--- src/rtl/ir_fetch_sequencer_pkg.sv ---
// Shared widths, fetch-state encoding and helpers for the IR fetch sequencer.
package ir_fetch_sequencer_pkg;

  localparam int unsigned DATA_WIDTH    = 8;
  localparam int unsigned IR_ADDR_WIDTH = 8;
  localparam int unsigned STATE_WIDTH   = 3;
  localparam int unsigned BUNDLE_BYTES  = 4;

  localparam logic [DATA_WIDTH-1:0] HALT_OP_DEFAULT = 8'hFF;

  typedef enum logic [STATE_WIDTH-1:0] {
    FS_IDLE  = 3'd0,
    FS_F_OP  = 3'd1,
    FS_F_P0  = 3'd2,
    FS_F_P1  = 3'd3,
    FS_F_P2  = 3'd4,
    FS_ISSUE = 3'd5,
    FS_HALT  = 3'd6
  } fetch_state_e;

  // True for the four states that own a cache read.
  function automatic logic is_fetch_state(input fetch_state_e s);
    return (s == FS_F_OP) || (s == FS_F_P0) || (s == FS_F_P1) || (s == FS_F_P2);
  endfunction

endpackage

--- src/rtl/ir_fetch_sequencer.sv ---
// Fetches 4-byte instruction bundles from the cache read port and hands them
// to the IR decoder; follows decoder jumps and parks on the HALT opcode.
module ir_fetch_sequencer
  import ir_fetch_sequencer_pkg::*;
#(
  parameter int unsigned    DW       = DATA_WIDTH,
  parameter int unsigned    AW       = IR_ADDR_WIDTH,
  parameter logic [DW-1:0]  HALT_OP  = DW'(HALT_OP_DEFAULT),
  parameter logic [AW-1:0]  START_PC = '0
) (
  input  logic          clk,
  input  logic          rst_n,
  input  logic          cash_init_load_finished,
  output logic          mem_rd_en,
  output logic [AW-1:0] mem_addr,
  input  logic          mem_rd_valid,
  input  logic [DW-1:0] mem_rd_data,
  output logic          ir_valid,
  input  logic          ir_ready,
  output logic [DW-1:0] ir_op,
  output logic [DW-1:0] ir_p0,
  output logic [DW-1:0] ir_p1,
  output logic [DW-1:0] ir_p2,
  output logic [AW-1:0] irp,
  input  logic          jump_valid,
  input  logic [AW-1:0] jump_addr,
  input  logic          restart,
  output logic          halted
);

  fetch_state_e  state, state_nxt;
  logic [AW-1:0] pc, pc_nxt;
  logic [AW-1:0] irp_nxt;
  logic [AW-1:0] mem_addr_nxt;
  logic          mem_rd_en_nxt;
  logic          ir_valid_nxt;
  logic          halted_nxt;
  logic [DW-1:0] op_nxt, p0_nxt, p1_nxt, p2_nxt;
  logic          outstanding, outstanding_nxt;
  logic          discard, discard_nxt;
  logic          req_sent, req_sent_nxt;

  logic          jump_c;
  logic          rd_ret_c;
  logic          out_keep_c;
  logic          take_c;
  logic          fresh_c;
  logic          pend_c;
  logic          issue_c;

  // Next-state, datapath and registered-output decode.
  always_comb begin
    state_nxt       = state;
    pc_nxt          = pc;
    irp_nxt         = irp;
    op_nxt          = ir_op;
    p0_nxt          = ir_p0;
    p1_nxt          = ir_p1;
    p2_nxt          = ir_p2;
    mem_addr_nxt    = mem_addr;
    mem_rd_en_nxt   = 1'b0;
    ir_valid_nxt    = 1'b0;
    halted_nxt      = 1'b0;
    outstanding_nxt = 1'b0;
    discard_nxt     = 1'b0;
    req_sent_nxt    = 1'b0;

    // Redirects only matter once fetching has started and before HALT.
    jump_c     = jump_valid && (state != FS_IDLE) && (state != FS_HALT);
    // Returns with nothing outstanding are stray and ignored.
    rd_ret_c   = outstanding && mem_rd_valid;
    out_keep_c = outstanding && !mem_rd_valid;
    // A jump in the same cycle as a return drops the returned byte.
    take_c     = rd_ret_c && !discard && !jump_c;

    case (state)
      FS_IDLE: begin
        if (cash_init_load_finished) state_nxt = FS_F_OP;
      end
      FS_F_OP: begin
        if (take_c) begin
          op_nxt    = mem_rd_data;
          pc_nxt    = pc + AW'(1);
          state_nxt = FS_F_P0;
        end
      end
      FS_F_P0: begin
        if (take_c) begin
          p0_nxt    = mem_rd_data;
          pc_nxt    = pc + AW'(1);
          state_nxt = FS_F_P1;
        end
      end
      FS_F_P1: begin
        if (take_c) begin
          p1_nxt    = mem_rd_data;
          pc_nxt    = pc + AW'(1);
          state_nxt = FS_F_P2;
        end
      end
      FS_F_P2: begin
        if (take_c) begin
          p2_nxt    = mem_rd_data;
          pc_nxt    = pc + AW'(1);
          state_nxt = FS_ISSUE;
        end
      end
      FS_ISSUE: begin
        // ir_valid is high for the whole ISSUE state, so ready alone completes it.
        if (ir_ready) begin
          irp_nxt   = pc;
          state_nxt = (ir_op == HALT_OP) ? FS_HALT : FS_F_OP;
        end
      end
      FS_HALT: begin
        if (restart) begin
          pc_nxt    = START_PC;
          irp_nxt   = START_PC;
          state_nxt = FS_F_OP;
        end
      end
      default: state_nxt = FS_IDLE;
    endcase

    // Jump overrides everything, including a coincident HALT issue.
    if (jump_c) begin
      pc_nxt    = jump_addr;
      irp_nxt   = jump_addr;
      state_nxt = FS_F_OP;
    end

    // A new fetch step needs one request; it waits while an old read is in flight.
    fresh_c = (state_nxt != state) || jump_c;
    pend_c  = fresh_c || !req_sent;
    issue_c = is_fetch_state(state_nxt) && pend_c && !out_keep_c;

    req_sent_nxt    = is_fetch_state(state_nxt) && (!pend_c || issue_c);
    outstanding_nxt = out_keep_c || issue_c;
    discard_nxt     = out_keep_c && (discard || jump_c);

    mem_rd_en_nxt = issue_c;
    if (issue_c) mem_addr_nxt = pc_nxt;

    ir_valid_nxt = (state_nxt == FS_ISSUE);
    halted_nxt   = (state_nxt == FS_HALT);
  end

  // State, datapath and output registers.
  always_ff @(posedge clk or negedge rst_n) begin
    if (!rst_n) begin
      state       <= FS_IDLE;
      pc          <= START_PC;
      irp         <= START_PC;
      mem_rd_en   <= 1'b0;
      mem_addr    <= '0;
      ir_valid    <= 1'b0;
      ir_op       <= '0;
      ir_p0       <= '0;
      ir_p1       <= '0;
      ir_p2       <= '0;
      halted      <= 1'b0;
      outstanding <= 1'b0;
      discard     <= 1'b0;
      req_sent    <= 1'b0;
    end else begin
      state       <= state_nxt;
      pc          <= pc_nxt;
      irp         <= irp_nxt;
      mem_rd_en   <= mem_rd_en_nxt;
      mem_addr    <= mem_addr_nxt;
      ir_valid    <= ir_valid_nxt;
      ir_op       <= op_nxt;
      ir_p0       <= p0_nxt;
      ir_p1       <= p1_nxt;
      ir_p2       <= p2_nxt;
      halted      <= halted_nxt;
      outstanding <= outstanding_nxt;
      discard     <= discard_nxt;
      req_sent    <= req_sent_nxt;
    end
  end

endmodule

--- config.mk ---
export PLATFORM = sky130hd
export DESIGN_NAME = ir_fetch_sequencer
export DESIGN_NICKNAME = d
export VERILOG_FILES = /design/src/rtl/ir_fetch_sequencer_pkg.sv /design/src/rtl/ir_fetch_sequencer.sv
export SDC_FILE = /design/constraint.sdc
export NUM_CORES = 1
export LEC_CHECK = 0
export ABC_AREA = 1
export BUFFER_PORTS_ARGS = -buffer_cell sky130_fd_sc_hd__buf_2
export CORE_AREA = 5 5 80 82
export DETAILED_ROUTE_END_ITERATION = 8
export DIE_AREA = 0 0 85 87
export PLACE_DENSITY = 0.83
export SLEW_MARGIN = 0
export SYNTH_ARGS = -nofsm -noshare
export SYNTH_HDL_FRONTEND = slang
export SYNTH_SLANG_ARGS = --single-unit
export TNS_END_PERCENT = 1
--- constraint.sdc ---
create_clock -name clk -period 3.33 [get_ports clk]
set_input_delay 0.1665 -clock clk [delete_from_list [all_inputs] [get_ports clk]]
set_output_delay 0.1665 -clock clk [all_outputs]
set_load 0.005 [all_outputs]
# ---- Word-level counts from Yosys, hierarchy flattened
# Index checks and enable logic that the tools add are counted.
dict set report totals {
  regBits 65
  inputBits 23
  output_inout_bits 51
  elab_cells 83
}
dict set report classes {
  addsub 1
  n_eq_ne 17
  n_mux 18
  n_reduce_logical 33
}
# operator count
set op_table {}
lappend op_table {{2-to-1 mux 8 bit} 6}
lappend op_table {{case mux 8 bit (2 select lines)} 2}
lappend op_table {{2-to-1 mux 3 bit} 9}
lappend op_table {{case mux 3 bit (7 select lines)} 1}
lappend op_table {{== test 3 bit, second input constant} 6}
lappend op_table {{== test 3 x 2 -> 1 bit, second input constant} 4}
lappend op_table {{logical AND 1 bit} 10}
lappend op_table {{!= test 3 bit, second input constant} 3}
lappend op_table {{adder 8 x 1 -> 8 bit, second input constant} 1}
lappend op_table {{== test 8 bit, second input constant} 1}
lappend op_table {{logical OR 1 bit} 8}
lappend op_table {{AND reduction 2 bit} 4}
lappend op_table {{== test 3 x 1 -> 1 bit, second input constant} 2}
lappend op_table {{logical NOT 1 bit} 6}
lappend op_table {{nonzero test 3 bit} 2}
lappend op_table {{OR reduction 4 bit} 1}
lappend op_table {{logical NOT 3 bit} 1}
lappend op_table {{!= test 3 bit} 1}
lappend op_table {{AND reduction 3 bit} 1}

# ---- Longest topological paths before layout
# Gate-level depths: netlist of run 1.
dict set report logic_depth {
  word_depth 16
  mapped_depth 15
  ltp_nobuf 14
}

# ---- Worst setup path after synthesis of run 1
# No wires, ideal clock.
dict set report synth_timing {
  path_type {register to register}
  from {register state[0]}
  to {register irp[0]}
  setup_ps 125
  arrival_ps 1638
  required_time_ps 3205
  slack_ps 1567
  path_stages_with_launch 7
  path_buffers 0
  period_less_slack_ps 1763
  cell_sequence {dfrtp_1 -> bufinv_8 -> nand3_4 -> nand3_4 -> inv_2 -> o221ai_2 -> mux2_2}
}
dict set report synth_via {
  elab_chain_cells 5
  word_cells_on_any_way 12
  classes_between {5 x eq/ne; 2 x mux; 5 x reduce/logical}
}
# item line
set synth_rtl {}
lappend synth_rtl {{from (decl)} ir_fetch_sequencer.sv:31} ;# fetch_state_e state, state_nxt;
lappend synth_rtl {{from (signal assigned)} ir_fetch_sequencer.sv:166} ;# state <= state_nxt;
lappend synth_rtl {{nonzero test 3 bit} ir_fetch_sequencer.sv:69} ;# jump_c = jump_valid && (state != FS_IDLE) && (state != FS_HALT);
lappend synth_rtl {{logical AND 1 bit (2 in series)} ir_fetch_sequencer.sv:69}
lappend synth_rtl {{!= test 3 bit (no line) / nonzero test 3 bit (equally long branches)} --}
lappend synth_rtl {{AND reduction 3 bit (no line)} --}
lappend synth_rtl {{to (signal assigned)} ir_fetch_sequencer.sv:168} ;# irp <= irp_nxt;
lappend synth_rtl {{to (decl)} ir_fetch_sequencer.sv:24} ;# output logic [AW-1:0] irp,
# Several ways; a longest one is shown, not always the timed one.
# A chain may end at the register's enable or synchronous reset.

# ---- Worst setup path in the final report of run 1
dict set report layout_timing {
  from {register state[2]}
  to {register mem_addr[0]}
}
dict set report layout_via {
  elab_chain_cells 14
  word_cells_on_any_way 38
  classes_between {12 x eq/ne; 12 x mux; 14 x reduce/logical}
}
# item line
set layout_rtl {}
lappend layout_rtl {{nonzero test 3 bit} ir_fetch_sequencer.sv:69}
lappend layout_rtl {{logical AND 1 bit (2 in series)} ir_fetch_sequencer.sv:69}
lappend layout_rtl {{logical NOT 1 bit} ir_fetch_sequencer.sv:74} ;# take_c = rd_ret_c && !discard && !jump_c;
lappend layout_rtl {{logical AND 1 bit} ir_fetch_sequencer.sv:74}
lappend layout_rtl {{2-to-1 mux 3 bit, on equally long branches} --}
lappend layout_rtl {{case mux 3 bit (7 select lines)} ir_fetch_sequencer.sv:76} ;# case (state)
lappend layout_rtl {{2-to-1 mux 3 bit} ir_fetch_sequencer.sv:126} ;# if (jump_c) begin
lappend layout_rtl {{== test 3 x 1 -> 1 bit / == test 3 x 2 -> 1 bit (equally long branches)} ir_fetch_sequencer_pkg.sv:23} ;# return (s == FS_F_OP) || (s == FS_F_P0) || (s == FS_F_P1) || (s == FS_F_P2);
lappend layout_rtl {{logical OR 1 bit (3 in series)} ir_fetch_sequencer_pkg.sv:23}
lappend layout_rtl {{logical AND 1 bit (2 in series)} ir_fetch_sequencer.sv:135} ;# issue_c = is_fetch_state(state_nxt) && pend_c && !out_keep_c;
lappend layout_rtl {{to (signal assigned)} ir_fetch_sequencer.sv:170} ;# mem_addr <= mem_addr_nxt;
lappend layout_rtl {{to (decl)} ir_fetch_sequencer.sv:15} ;# output logic [AW-1:0] mem_addr,
# Several ways; a longest one is shown, not always the timed one.

==> impl_results.md, run 1 <==
- Area Growth Syn to Fin: 20.4%
- Total track usage: 22.4%
- Die Ht: 87 um
- Sequential fraction of the synthesis area: 51.4%
- Worst-margin pin slew: 0.975 ns
- Syn Inst Count: 369
- Arr. time, crit path: 2.66 ns
- Layout cells sized above 1: 27.3%
- Root buffer cell: clkbuf_8
- Mapped Area: 0.00317 mm^2
- Power Density: 903 mW/mm^2
- TritonCTS clock tree: built
- Max-Cap Viols: 0
- Initial core utilization: 55.8%
- Nets: 470
- Final period util: 72.9%
- Fin crit period: 2.43 ns
- Worst hold path class: in -> async
- Critical path endpoint category: register
- # setup viols final: 0
- Final WL: 7870 um
- Setup Fix Bufs, Post-CTS: 0
- Register bit total from synthesis: 65
- Syn_area_per_cell: 8.58 um^2
- Clk sinks: 65
- Post-DP HPWL: 5750 um
- GP Congestion: 0.958
- Worst Setup Start Kind: register
- Yosys Warn Count: 0
- Routed Antenna Nets: 0
- Num CTS Buffers: 9
- Hold slack: -0.0206 ns
- Setup Skew: 0.00526 ns
- Initial DRC count: 222
- Fill cells: 472
- Core ar.: 0.00568 mm^2
- # DRC: 0
- Setup_tns: 0 ns
- Fin. max-slew vios: 0
- Leak pwr: 0.00208 uW
- Row count: 28
- Critical Path Fanout Max: 26
- Largest net degree at the start of global routing: 45
- Worst-path clk slew: 0.07 ns
- Clock Latency Late Sink: 0.35 ns
- Post-synth ARST share: 100%
- Failing checks: hold timing
- Die X: 85 um
- Crit path top cell by count: nand2_1
- CP Cell Sequence: inv_1 > nand2_2 > nand3_4 > nand3_2 > nand2_1 > nor2_2 > nand4_2 > nand2_4 > nor2_8 > nand3_1 > nand2_1
- Final Hold Vio Count: 43
- Clock Path Buffers: 2
- Number of distinct library cells after synthesis: 35
- Post-synth EDFFs: 0
- Num ports: 74
- VDD IR max: 0.537 mV
- RSZ-0062 raised after global routing: false
- Largest stage delay, worst path: 0.55 ns
- Ys flop type: dfrtp_1
- Vias in the first global route: 2776
- Die ar.: 0.00740 mm^2
- Vias per inst: 5.36
- WL/cell: 15.0 um
- # resized after CTS: 0
- Via count: 2821
- Max-slew headroom: 35.0%
- Outcome: finished, violations left
- CP required: 3.57 ns
- ANT cells: 0
- F_max: 412 MHz
- Critical setup path kind: reg -> reg
- Synth Net Count: 393
- Detailed Routing Iterations Pass 1: 5
- H-tree level count: 3
- CTS Hold Bufs: 0
- Port bufs: 73
- Initial antenna violation count: 0
- First-pass GRT wire length: 12900 um
- Total gr overflow: 0
- Slowest cell on crit path: dfrtp_1
## worst max-delay path, delay by kind of cell, from the launching register on
kind	cells	cell delay, ns
AND/OR/NAND/NOR	10	1.60
flip-flops	1	0.55
buffers and inverters	1	0.16
## metrics by stage
step	cells	setup WS, ns	cell area (um^2)	util [%]	power, uW
3_3_place_gp	510	1.07	3600	63.4	2660
5_1_grt	526	0.692	3810	67.2	3690
2_1_floorplan	369	1.57	3170	-	2210
6_report	526	0.903	3810	67.2	3440
3_5_place_dp	510	0.955	3600	63.4	2730
4_1_cts	526	0.942	3810	67.2	3450
## synthesized netlist by cell type (2+ instances only)
cell / number / area (um^2)
nand2_2: 3 / 18.8
mux2_2: 8 / 90.1
nand3_4: 2 / 35.0
inv_1: 41 / 154
inv_2: 3 / 11.3
nor2_4: 2 / 22.5
nand4_1: 3 / 18.8
nand3_2: 3 / 30.0
nor3_1: 3 / 15.0
nand2_1: 113 / 424
o21ai_1: 2 / 10.0
xor2_1: 2 / 17.5
o22ai_1: 6 / 37.5
a21oi_1: 4 / 20.0
nor2_2: 3 / 18.8
nand2_4: 2 / 22.5
clkbuf_1: 4 / 15.0
buf_2: 2 / 10.0
nor3_2: 2 / 20.0
nor4_1: 3 / 18.8
dfrtp_1: 65 / 1630
nand3_1: 24 / 120
nor2_1: 11 / 41.3
o21ai_0: 47 / 235
## cells by family (layout without fill, tap and decap cells)
logic type	Yosys count	after routing	synth area share, %
flip-flops	65	65	51.4
AO/OA/AOI/OAI	62	62	10.5
multiplexers	8	8	2.85
buffers and inverters	53	135	6.92
AND/OR/NAND/NOR	178	178	27.4
adder cells (fa/ha/maj)	1	1	0.395
XOR/XNOR	2	2	0.553
## per-layer routing
| metal | part of all wire [%] | track usage (%) |
|---|---|---|
| met1 | 42 | 28.3 |
| met2 | 48 | 36.7 |
| met3 | 8.8 | 6.34 |
| met4 | 0.89 | 8.20 |
| met5 | 0 | 0 |
## where the power goes
part / switching, uW / internal, uW / total, uW
clock: 309 / 406 / 714
combinational: 842 / 568 / 1410
sequential: 209 / 1110 / 1320
total: 1360 / 2080 / 3440
## worst paths after layout
| kind | from | cells past startpoint | slack [ns] | endpoint |
|---|---|---|---|---|
| worst max-delay path | state[2] | 11 | 0.90 | mem_addr[0] |
| worst min-delay path | rst_n | 1 | -0.02 | ir_op[5] |
| worst max register to register | state[2] | 11 | 0.90 | mem_addr[0] |
| worst min register to register | mem_addr[4] | 2 | 0.49 | mem_addr[4] |
| max in group asynchronous | rst_n | 2 | 2.51 | ir_op[4] |
| min in group clk | jump_addr[5] | 3 | 0.13 | pc[5] |
## layout by cell type, fill, tap and decap left out, types with 2 or more instances in the layout
master,instances
a21oi_1,4
buf_2,73
clkbuf_8,12
clkinvlp_4,2
dfrtp_1,65
inv_1,41
inv_2,3
mux2_2,8
nand2_1,113
nand2_2,3
nand2_4,2
nand3_1,24
nand3_2,3
nand3_4,2
nand4_1,3
nor2_1,11
nor2_2,3
nor2_4,2
nor3_1,3
nor3_2,2
nor4_1,3
o21ai_0,47
o21ai_1,2
o22ai_1,6
xor2_1,2
## cell type report
cell class                 count  area (um^2)  area share [%]
sequential                    65         1630            42.7
multi-input combinational    251         1320            34.6
timing repair buffer          74          373            9.78
inverter                      45          183            4.79
clock buffer                  12          165            4.33
tap                           75         93.8            2.46
clock inverter                 4         50.0            1.31
## registers in the layout, indices dropped and copies added, names as in the netlist
name	cells
ir_p1	8
mem_addr	8
state	3
pc	8
mem_rd_en	1
ir_p2	8
halted	1
ir_op	8
req_sent	1
ir_p0	8
irp	8
ir_valid	1
outstanding	1
discard	1
No activity file was read; power rests on OpenSTA's default activity.
==> run 2: changes to the inputs <==
- ABC_AREA: 1 -> 0
- CORE_AREA: 5 5 80 82 -> 5 5 87 89
- DIE_AREA: 0 0 85 87 -> 0 0 92 94
- PLACE_DENSITY: 0.83 -> 0.73
- clock period: 3.33 -> 2.2 ns (I/O delays scaled with it)
==> impl_results.md, run 2 <==
- Power Density: 1330 mW/mm^2 (+47%)
- First-pass GRT wire length: 13000 um (+1.1%)
- Arr. time, crit path: 2.57 ns (-0.09 ns)
- Met2 routed WL: 3650 um (-3.5%)
- Clock Path Buffers: 2 (unchanged)
- Total power: 5600 uW (+63%)
- # DRC: 0 (unchanged)
- Number of distinct library cells after synthesis: 51 (+46%)
- Fill cells: 532 (+13%)
- Syn Inst Count: 273 (-26%)
- Yosys Warn Count: 0 (unchanged)
- Switching share of power: 34.4% (-5.1 points)
- Detailed Routing Iterations Pass 1: 5 (unchanged)
- Dpl ws: -0.201 ns (-1.16 ns)
- Worst-path clk slew: 0.07 ns (about the same)
- Clock power frac: 19.6% (-1.2 points)
- Register bit total from synthesis: 65 (unchanged)
- Top Metal Used: met4
- Met3 Wirelength: 397 um (-43%)
- H-tree level count: 3 (unchanged)
- Layout cells sized above 1: 48.5% (+21 points)
- Sequential fraction of the synthesis area: 52.0% (+0.62 points)
- Layout Cells excl Fill: 482 (-8.4%)
- GP Congestion: 0.905 (-5.6%)
- Nets: 421 (-10%)
- Num CTS Buffers: 9 (unchanged)
- Root buffer cell: clkbuf_8
- P_int: 3670 uW (+76%)
- Leak pwr: 0.00209 uW (+0.28%)
- Die ar.: 0.00865 mm^2 (+17%)
- Final Hold Vio Count: 0 (-100%)
- Post-synth EDFFs: 0 (unchanged)
- VDD IR max: 0.677 mV (+26%)
- Synth top area share: 52.0% (+0.62 points)
- Largest net degree at the start of global routing: 66 (+47%)
- R2R depth: 8 (-3)
- Clk sinks: 65 (unchanged)
- Row count: 30 (+7.1%)
- Final WL: 7800 um (-0.93%)
- Routed Antenna Nets: 0 (unchanged)
- Ys flop type: dfrtp_1
- Initial antenna violation count: 0 (unchanged)
- Critical setup path kind: reg -> reg
- Core ar.: 0.00668 mm^2 (+18%)
- Top post-synthesis cells by area: dfrtp_1 52%, mux2_2 12%, o21ai_0 4.5%
- # setup viols final: 8 (+8)
- Syn_area_per_cell: 11.5 um^2 (+34%)
- RSZ-0062 raised after global routing: true
- Synth Net Count: 297 (-24%)
- Num ports: 74 (unchanged)
- Worst-margin pin slew: 0.800 ns (-0.174 ns)
- Max-slew headroom: 46.6% (+12 points)
- Area Growth Syn to Fin: 34.8%
- Vias per inst: 5.35 (-0.31%)
- Clock Latency Late Sink: 0.34 ns (about the same)
- Flop pwr share: 34.7% (-3.6 points)
- Post-synth ARST share: 100% (unchanged)
- Placed Cells: 460 (-9.8%)
- Comb pwr share: 45.7% (+4.7 points)
- Final period util: 107% (+34 points)
- Core Util, Final: 63.1% (-4.1 points)
- Fin. max-slew vios: 0 (unchanged)
- Critical path endpoint category: register
- Total gr overflow: 0 (unchanged)
- WL/cell: 16.2 um (+8.1%)
- CP required: 2.42 ns (-1.15 ns)
- Via count: 2577 (-8.6%)
- Vias in the first global route: 2617 (-5.7%)
- F_max: 426 MHz (+3.3%)
- Post-DP HPWL: 5750 um (about the same)
- Max-Cap Viols: 0 (unchanged)
- Critical Path Fanout Max: 9 (-65%)
- Worst Setup Start Kind: register
- Area leader, netlist: dfrtp_1
- Die X: 92 um (+8.2%)
- Switching power total: 1930 uW (+42%)
- Mapped Area: 0.00313 mm^2 (-1.2%)
- Port bufs: 73 (unchanged)
- Total track usage: 19.2% (-3.2 points)
- Worst hold path class: in -> reg
- Commonest non-fill, non-tap cell in the layout: buf_2
- TritonCTS clock tree: built
- Fin crit period: 2.35 ns (-0.0775 ns)
- ANT cells: 0 (unchanged)
- Most frequent cells in the layout: 73 x buf_2, 63 x dfrtp_1, 47 x buf_4
- Die Ht: 94 um (+8.0%)
- Most common cell in the synthesized netlist: dfrtp_1
- Setup Skew: 0.0106 ns (+0.00535 ns)
- Failing checks: setup timing
- Worst setup margin: -0.149 ns (-1.05 ns)
- Initial core utilization: 46.8% (-9.0 points)
- Outcome: finished, violations left
- Hold Crit Depth: 2
- Met1 WL: 3650 um (+9.6%)
- Initial DRC count: 209 (-5.9%)
- Commonest cells post-synth: 65 x dfrtp_1, 32 x mux2_2, 28 x nand2_1, 28 x o21ai_0, 13 x nor2_1
==> run 2: routing by layer <==
| layer | vias up | track usage (%) |
|---|---|---|
| li1 | 1234 | - |
| met1 | 1271 | 26.8 |
| met2 | 64 | 29.1 |
| met3 | 8 | 4.09 |
| met4 | 0 | 7.43 |
| met5 | - | 0 |
==> run 2: kinds of logic (layout without fill, tap and decap cells) <==
logic type	Yosys count	in the layout	share of synthesized area [%]
AND/OR/NAND/NOR	83	83	15.2
flip-flops	65	65	52.0
AO/OA/AOI/OAI	64	64	13.5
multiplexers	41	41	15.7
buffers and inverters	16	145	2.36
XOR/XNOR	3	3	0.840
adder cells (fa/ha/maj)	1	1	0.400
==> run 2: repair_timing <==
action | CTS | global route
endpoints found under the hold margin | 65 | 0
buffers inserted | 5 | 1
endpoints found under the setup margin | 8 | 8
hold buffers | 1 | 0
cloned | 0 | 0
pin swaps | 5 | 5
gates resized for setup | 7 | 5
==> run 2: power by group through the flow <==
stage / combinational (uW) / sequential [uW] / clock, uW
after floorplan: 1370 / 1940 / 0
after global placement: 2360 / 1940 / 0
after detailed placement: 2430 / 1960 / 0
after CTS: 2560 / 1940 / 1120
after global routing: 2800 / 2000 / 1170
final: 2560 / 1940 / 1100
==> run 2: final timing paths <==
check	start	end	slack, ns
worst max-delay path	state[1]	mem_addr[0]	-0.15
worst min-delay path	mem_rd_data[4]	ir_p1[4]	0.04
worst max register to register	state[1]	mem_addr[0]	-0.15
worst min register to register	irp[6]	irp[6]	0.48
max in group asynchronous	rst_n	state[0]	1.14
min in group asynchronous	rst_n	ir_p0[6]	0.48
==> run 2: worst max-delay path, cell delays in order, from the launching register on <==
cell and delay [ns]:
dfrtp_1 0.44, and2b_2 0.33, nand3_1 0.14, o221a_2 0.33, buf_4 0.16, a221oi_4 0.32
nor2_4 0.06, buf_12 0.15, mux2_4 0.30
==> run 2: stage by stage <==
| step | TNS, ns | hold WS, ns | area, um^2 |
|---|---|---|---|
| 2_1_floorplan | -0.115 | -0.186 | 3170 |
| 3_3_place_gp | -0.910 | 0.321 | 3910 |
| 3_5_place_dp | -1.56 | 0.340 | 3910 |
| 4_1_cts | -1.15 | 0.0262 | 4200 |
| 5_1_grt | -1.75 | 0.0350 | 4220 |
| 6_report | -1.13 | 0.0370 | 4220 |
==> run 2: layout make-up <==
cell class,count,area (um^2),area share [%]
sequential,65,1630,38.6
clock buffer,12,135,3.21
multi-input combinational,192,1490,35.4
tap,80,100,2.37
timing repair buffer,123,759,18.0
clock inverter,4,77.6,1.84
inverter,6,22.5,0.534
